**config.mk**
```make
export PLATFORM = sky130hd
export DESIGN_NAME = parc_core_rob_unit
export DESIGN_NICKNAME = d
export VERILOG_FILES = /design/src/rtl/parc_core_rob_unit.sv
export SDC_FILE = /design/constraint.sdc
export NUM_CORES = 2
export LEC_CHECK = 0
export BUFFER_PORTS_ARGS = -buffer_cell sky130_fd_sc_hd__buf_2
export CORE_UTILIZATION = 40
export DETAILED_ROUTE_END_ITERATION = 8
export GPL_TIMING_DRIVEN = 0
export PLACE_DENSITY = 0.58
export SLEW_MARGIN = 10
export SYNTH_ARGS = -nofsm -noshare
export SYNTH_HDL_FRONTEND = slang
export SYNTH_SLANG_ARGS = --single-unit
```
**constraint.sdc**
```tcl
create_clock -name clk -period 8.1 [get_ports clk]
set_input_delay 1.62 -clock clk [delete_from_list [all_inputs] [get_ports clk]]
set_output_delay 1.62 -clock clk [all_outputs]
set_load 0.1 [all_outputs]
```
**src/rtl/parc_core_rob_unit.sv**
```systemverilog
`default_nettype none
//------------------------------------------------------------------------------
// parc_core_rob_unit : reorder buffer. Slots are allocated and committed in
// order, filled out of order, with two youngest-producer lookup ports.
// Optional feature macro: PARC_ROB_FILL_COMMIT_BYPASS_EN (fill-to-commit bypass).
// Revision: 1.0
//------------------------------------------------------------------------------
module parc_core_rob_unit #(
  parameter int p_depth      = 16,
  parameter int p_slot_nbits = 4,
  parameter int p_data_nbits = 32,
  parameter int p_addr_nbits = 5
) (
  input  logic                    clk,
  input  logic                    reset,
  input  logic                    alloc_val,
  output logic                    alloc_rdy,
  input  logic                    alloc_wen,
  input  logic [p_addr_nbits-1:0] alloc_waddr,
  output logic [p_slot_nbits-1:0] alloc_slot,
  input  logic                    fill_val,
  input  logic [p_slot_nbits-1:0] fill_slot,
  input  logic [p_data_nbits-1:0] fill_data,
  output logic                    commit_val,
  output logic [p_slot_nbits-1:0] commit_slot,
  output logic                    commit_rf_wen,
  output logic [p_addr_nbits-1:0] commit_waddr,
  output logic [p_data_nbits-1:0] commit_data,
  input  logic                    flush,
  input  logic [p_addr_nbits-1:0] lookup0_addr,
  input  logic [p_addr_nbits-1:0] lookup1_addr,
  output logic                    lookup0_hit,
  output logic                    lookup1_hit,
  output logic [p_slot_nbits-1:0] lookup0_slot,
  output logic [p_slot_nbits-1:0] lookup1_slot,
  output logic                    lookup0_ready,
  output logic                    lookup1_ready,
  output logic [p_data_nbits-1:0] lookup0_data,
  output logic [p_data_nbits-1:0] lookup1_data,
  output logic [p_slot_nbits:0]   occupancy
);

  logic [p_slot_nbits:0]   head_q, head_d, tail_q, tail_d;
  logic [p_depth-1:0]      valid_q, filled_q, wen_q;
  logic [p_addr_nbits-1:0] waddr_q [p_depth];
  logic [p_data_nbits-1:0] data_q  [p_depth];
  logic [p_slot_nbits-1:0] head_slot, tail_slot;
  logic                    full, alloc_fire, fill_ok, commit_bypass;
  logic [p_addr_nbits-1:0] lk_addr [2];

  assign head_slot  = head_q[p_slot_nbits-1:0];
  assign tail_slot  = tail_q[p_slot_nbits-1:0];
  assign full       = (head_slot == tail_slot) && (head_q[p_slot_nbits] != tail_q[p_slot_nbits]);
  assign alloc_rdy  = !full;
  assign alloc_fire = alloc_val && !full;
  assign alloc_slot = tail_slot;
  assign occupancy  = tail_q - head_q;
  assign fill_ok    = fill_val && valid_q[fill_slot] && !filled_q[fill_slot];

`ifdef PARC_ROB_FILL_COMMIT_BYPASS_EN
  assign commit_bypass = fill_ok && (fill_slot == head_slot);
`else
  assign commit_bypass = 1'b0;
`endif

  assign commit_val    = valid_q[head_slot] && (filled_q[head_slot] || commit_bypass);
  assign commit_slot   = head_slot;
  assign commit_waddr  = waddr_q[head_slot];
  assign commit_data   = commit_bypass ? fill_data : data_q[head_slot];
  assign commit_rf_wen = commit_val && wen_q[head_slot] && (waddr_q[head_slot] != '0);

  assign head_d = head_q + {{p_slot_nbits{1'b0}}, commit_val};
  assign tail_d = tail_q + {{p_slot_nbits{1'b0}}, alloc_fire};

  // Commit clears last so a bypassed fill of the head still retires it.
  always_ff @(posedge clk) begin
    if (reset || flush) begin
      head_q   <= '0;
      tail_q   <= '0;
      valid_q  <= '0;
      filled_q <= '0;
    end else begin
      head_q <= head_d;
      tail_q <= tail_d;
      if (alloc_fire) begin
        valid_q[tail_slot]  <= 1'b1;
        filled_q[tail_slot] <= 1'b0;
      end
      if (fill_ok) filled_q[fill_slot] <= 1'b1;
      if (commit_val) begin
        valid_q[head_slot]  <= 1'b0;
        filled_q[head_slot] <= 1'b0;
      end
    end
  end

  always_ff @(posedge clk) begin
    if (alloc_fire) begin
      wen_q[tail_slot]   <= alloc_wen;
      waddr_q[tail_slot] <= alloc_waddr;
    end
    if (fill_ok) data_q[fill_slot] <= fill_data;
  end

  assign lk_addr[0] = lookup0_addr;
  assign lk_addr[1] = lookup1_addr;

  // Scan oldest to youngest from head so the last match is the youngest.
  for (genvar p = 0; p < 2; p++) begin : g_lookup
    logic                    hit;
    logic [p_slot_nbits-1:0] slot;
    logic                    ready;
    logic [p_data_nbits-1:0] data;

    always_comb begin
      logic [p_slot_nbits-1:0] idx;
      hit   = 1'b0;
      slot  = '0;
      ready = 1'b0;
      data  = '0;
      idx   = '0;
      for (int i = 0; i < p_depth; i++) begin
        idx = head_slot + i[p_slot_nbits-1:0];
        if (valid_q[idx] && wen_q[idx] && (waddr_q[idx] == lk_addr[p]) && (lk_addr[p] != '0)) begin
          hit  = 1'b1;
          slot = idx;
        end
      end
      if (hit) begin
        ready = filled_q[slot];
        data  = data_q[slot];
`ifdef PARC_ROB_FILL_COMMIT_BYPASS_EN
        if (!filled_q[slot] && fill_val && (fill_slot == slot)) begin
          ready = 1'b1;
          data  = fill_data;
        end
`endif
      end
    end
  end

  assign lookup0_hit   = g_lookup[0].hit;
  assign lookup0_slot  = g_lookup[0].slot;
  assign lookup0_ready = g_lookup[0].ready;
  assign lookup0_data  = g_lookup[0].data;
  assign lookup1_hit   = g_lookup[1].hit;
  assign lookup1_slot  = g_lookup[1].slot;
  assign lookup1_ready = g_lookup[1].ready;
  assign lookup1_data  = g_lookup[1].data;

endmodule
`default_nettype wire
```
==> reports/metrics.cfg <==
[timing]
final-max-slew-violation-count = 0
tightest_slew_ps = 1370
slew_headroom = 0.0852
whs_ps = 538
min_period_ps = 8230
layout_setup_ws_ps = -126
max_freq_mhz = 122
skew_ps = 38.7
rsz0062_at_grt = true
hold_violations = 0
post-route-period-util = 1.02
setup_violations = 76

[critical_path]
startpoint = head_q[3]
end_kind = output pin
r2r_start = head_q[2]
crit_path_start_kind = flop
crit_required_ps = 6480
critPathKind = flop to output pin
cp_max_fo = 10
cp.arrival_ps = 6610

[yosys]
synth.cell_area_um2 = 46400
syn_nets = 3864
synthArstFlopShare = 0
synth_edf_count = 608
synth-seq-cells = 650
synth_top_area_frac = 0.394
yosysTopAreaCell = edfxtp_1
ys_top_cells_by_area = edfxtp_1 39%, mux4_2 17%, mux2i_1 7.1%, xnor2_1 2.9%, o2111ai_1 2.2%
synth-main-ff-cell = edfxtp_1
ys_warn_count = 0
synth_area_per_cell_um2 = 12.2
ys_seq_area_frac = 0.412
synth.distinct_cells = 103
syn-instance-count = 3785

[floorplan]
core_area_um2 = 115000
die_y_um = 342
io_pins = 186
rows = 124
dieArea_um2 = 117000
die_w_um = 342
initial_core_util = 0.404

[global_routing]
grt_pass1_wl_um = 300000
grt_pass1_vias = 39400
antenna_found_initial = 16
track_usage = 0.360
grt_max_degree = 20
grt.overflow.total = 0

[clocking]
path_clk_slew_ps = 60
clkSinkCount = 650
cts_root_buf = clkbuf_16
clk_path_buf_depth = 3
worstSkewPairLatency_ps = 670
htree_levels = 3
cts_tree = built
holdBufCountCts = 0
numCtsBuffers = 72

[routing]
drt_iter0_drc = 6812
first_pass_iters = 8
routed_wl_um = 219000
wl_per_cell_um = 37.6
route.vias.total = 41600
drc = 10
vias_per_cell = 7.14
final_antenna_net_count = 0

[cells_and_area]
final_cell_mix = 608 x edfxtp_1, 360 x mux4_2, 304 x mux2i_1
filler_cell_count = 9615
register_area_um2 = 19100
area_delta_synth_final_pct = 28.8
drive_gt1_frac = 0.397
multi_input_area_um2 = 27800
final_area_um2 = 59700
final_common_cell = edfxtp_1
stdcell_count = 5821
fin_nets = 4319

[run_status]
violations = design-rule violations, negative setup slack
outcome = finished with violations

[power]
cellPowerDensity_nw_per_um2 = 126
p_leak_nw = 20.8
p_total_mw = 7.51
peakVddDrop_mv = 0.191

[run]
drv_cap = 0

[placement]
port_buffers = 175
postPlaceCellArea_um2 = 50700
post-place-ws_ps = -3540
placedCellCount = 5517
place_hpwl_um = 154000
routabilityCongestion = 1.04

[hold_path]
hp-class = flop to flop
hp-start = tail_q[4]

## critical path, stage by stage (launching register included)
cell and delay (ps):
dfxtp_4 380, buf_12 130, inv_8 60, buf_12 140, buf_12 160, clkbuf_16 190
ha_4 330, buf_12 150, buf_8 170, mux4_2 340, mux2i_4 260, mux2_2 210
mux2i_1 120, a221oi_2 440, nor2b_2 280, buf_4 220, a211o_1 160, a311oi_2 130
o32ai_4 330, buf_12 180, buf_4 260, buf_6 210, nor2_1 50, a21oi_1 290
a221oi_4 120, a211o_4 360, buf_12 170
## logic make-up after synthesis
| group | after synthesis | share of synthesized area |
|---|---|---|
| compound gates | 915 | 0.149 |
| fa+ha+maj | 22 | 0.00610 |
| xor+xnor | 199 | 0.0382 |
| flops | 650 | 0.412 |
| simple gates | 702 | 0.0754 |
| buf+inv | 521 | 0.0520 |
| mux | 776 | 0.267 |
## power breakdown
group	switching (mW)	internal, mW
Clock	1.49	1.97
Combinational	0.235	0.102
Sequential	0.0187	3.69
Total	1.74	5.77
## through the flow
step	utilization	setup TNS [ps]
after floorplan	-	-610
after global placement	0.435	-503630
after detailed placement	0.442	-246480
after CTS	0.495	-19320
after global routing	0.521	-6200
final	0.521	-3930
## synth_stat cells (35+ instances only)
master	instances
nand3_1	49
o211ai_1	40
mux2_2	87
clkbuf_1	155
o2111ai_1	116
inv_1	140
edfxtp_1	608
nor2_1	179
mux2i_1	328
nand2_1	210
dfxtp_1	42
a211oi_1	46
o21ai_0	163
xnor2_1	155
mux4_2	360
buf_2	116
buf_1	39
a21oi_1	105
a211o_1	41
o22ai_1	113
nand4_1	62
buf_4	35
a41oi_1	36
xor2_1	40
## flip-flops by register name, indices dropped and copies added (netlist names)
| register | flops |
|---|---|
| data_q | 512 |
| waddr_q | 80 |
| filled_q | 16 |
| valid_q | 16 |
| wen_q | 16 |
| head_q | 5 |
| tail_q | 5 |
## layout make-up
| type | instances | share of cell area |
|---|---|---|
| multi-input combinational | 2614 | 0.465 |
| sequential | 650 | 0.320 |
| timing repair buffer | 393 | 0.0738 |
| buffer | 356 | 0.0572 |
| clock buffer | 83 | 0.0321 |
| tap | 1512 | 0.0317 |
| inverter | 153 | 0.0110 |
| clock inverter | 48 | 0.00866 |
| antenna | 12 | 0.000503 |
## repair_timing
action / 4_1_cts / 5_1_grt
pin swaps: 63 / 128
cloned: 5 / 12
buffers inserted: 75 / 84
setup endpoints to repair: 110 / 96
resized for setup: 768 / 488
## per-layer routing
metal | global-route usage | wire (µm) | vias up | share of wire
met4 | 0.187 | 14500 | 16 | 0.066
met3 | 0.120 | 30700 | 805 | 0.14
met5 | 0 | 148 | - | 0.00068
met2 | 0.534 | 94300 | 3531 | 0.43
met1 | 0.466 | 79500 | 20900 | 0.36
li1 | - | - | 16300 | -
## final timing paths
check | to | slack (ps) | depth (start not counted)
setup / recovery | lookup0_data[5] | -130 | 26
hold / removal | tail_q[4] | 540 | 2
hold reg to reg | tail_q[4] | 540 | 2
setup reg to reg | head_q[4] | 2180 | 15
Note: power is estimated with default switching activity, not from simulation.
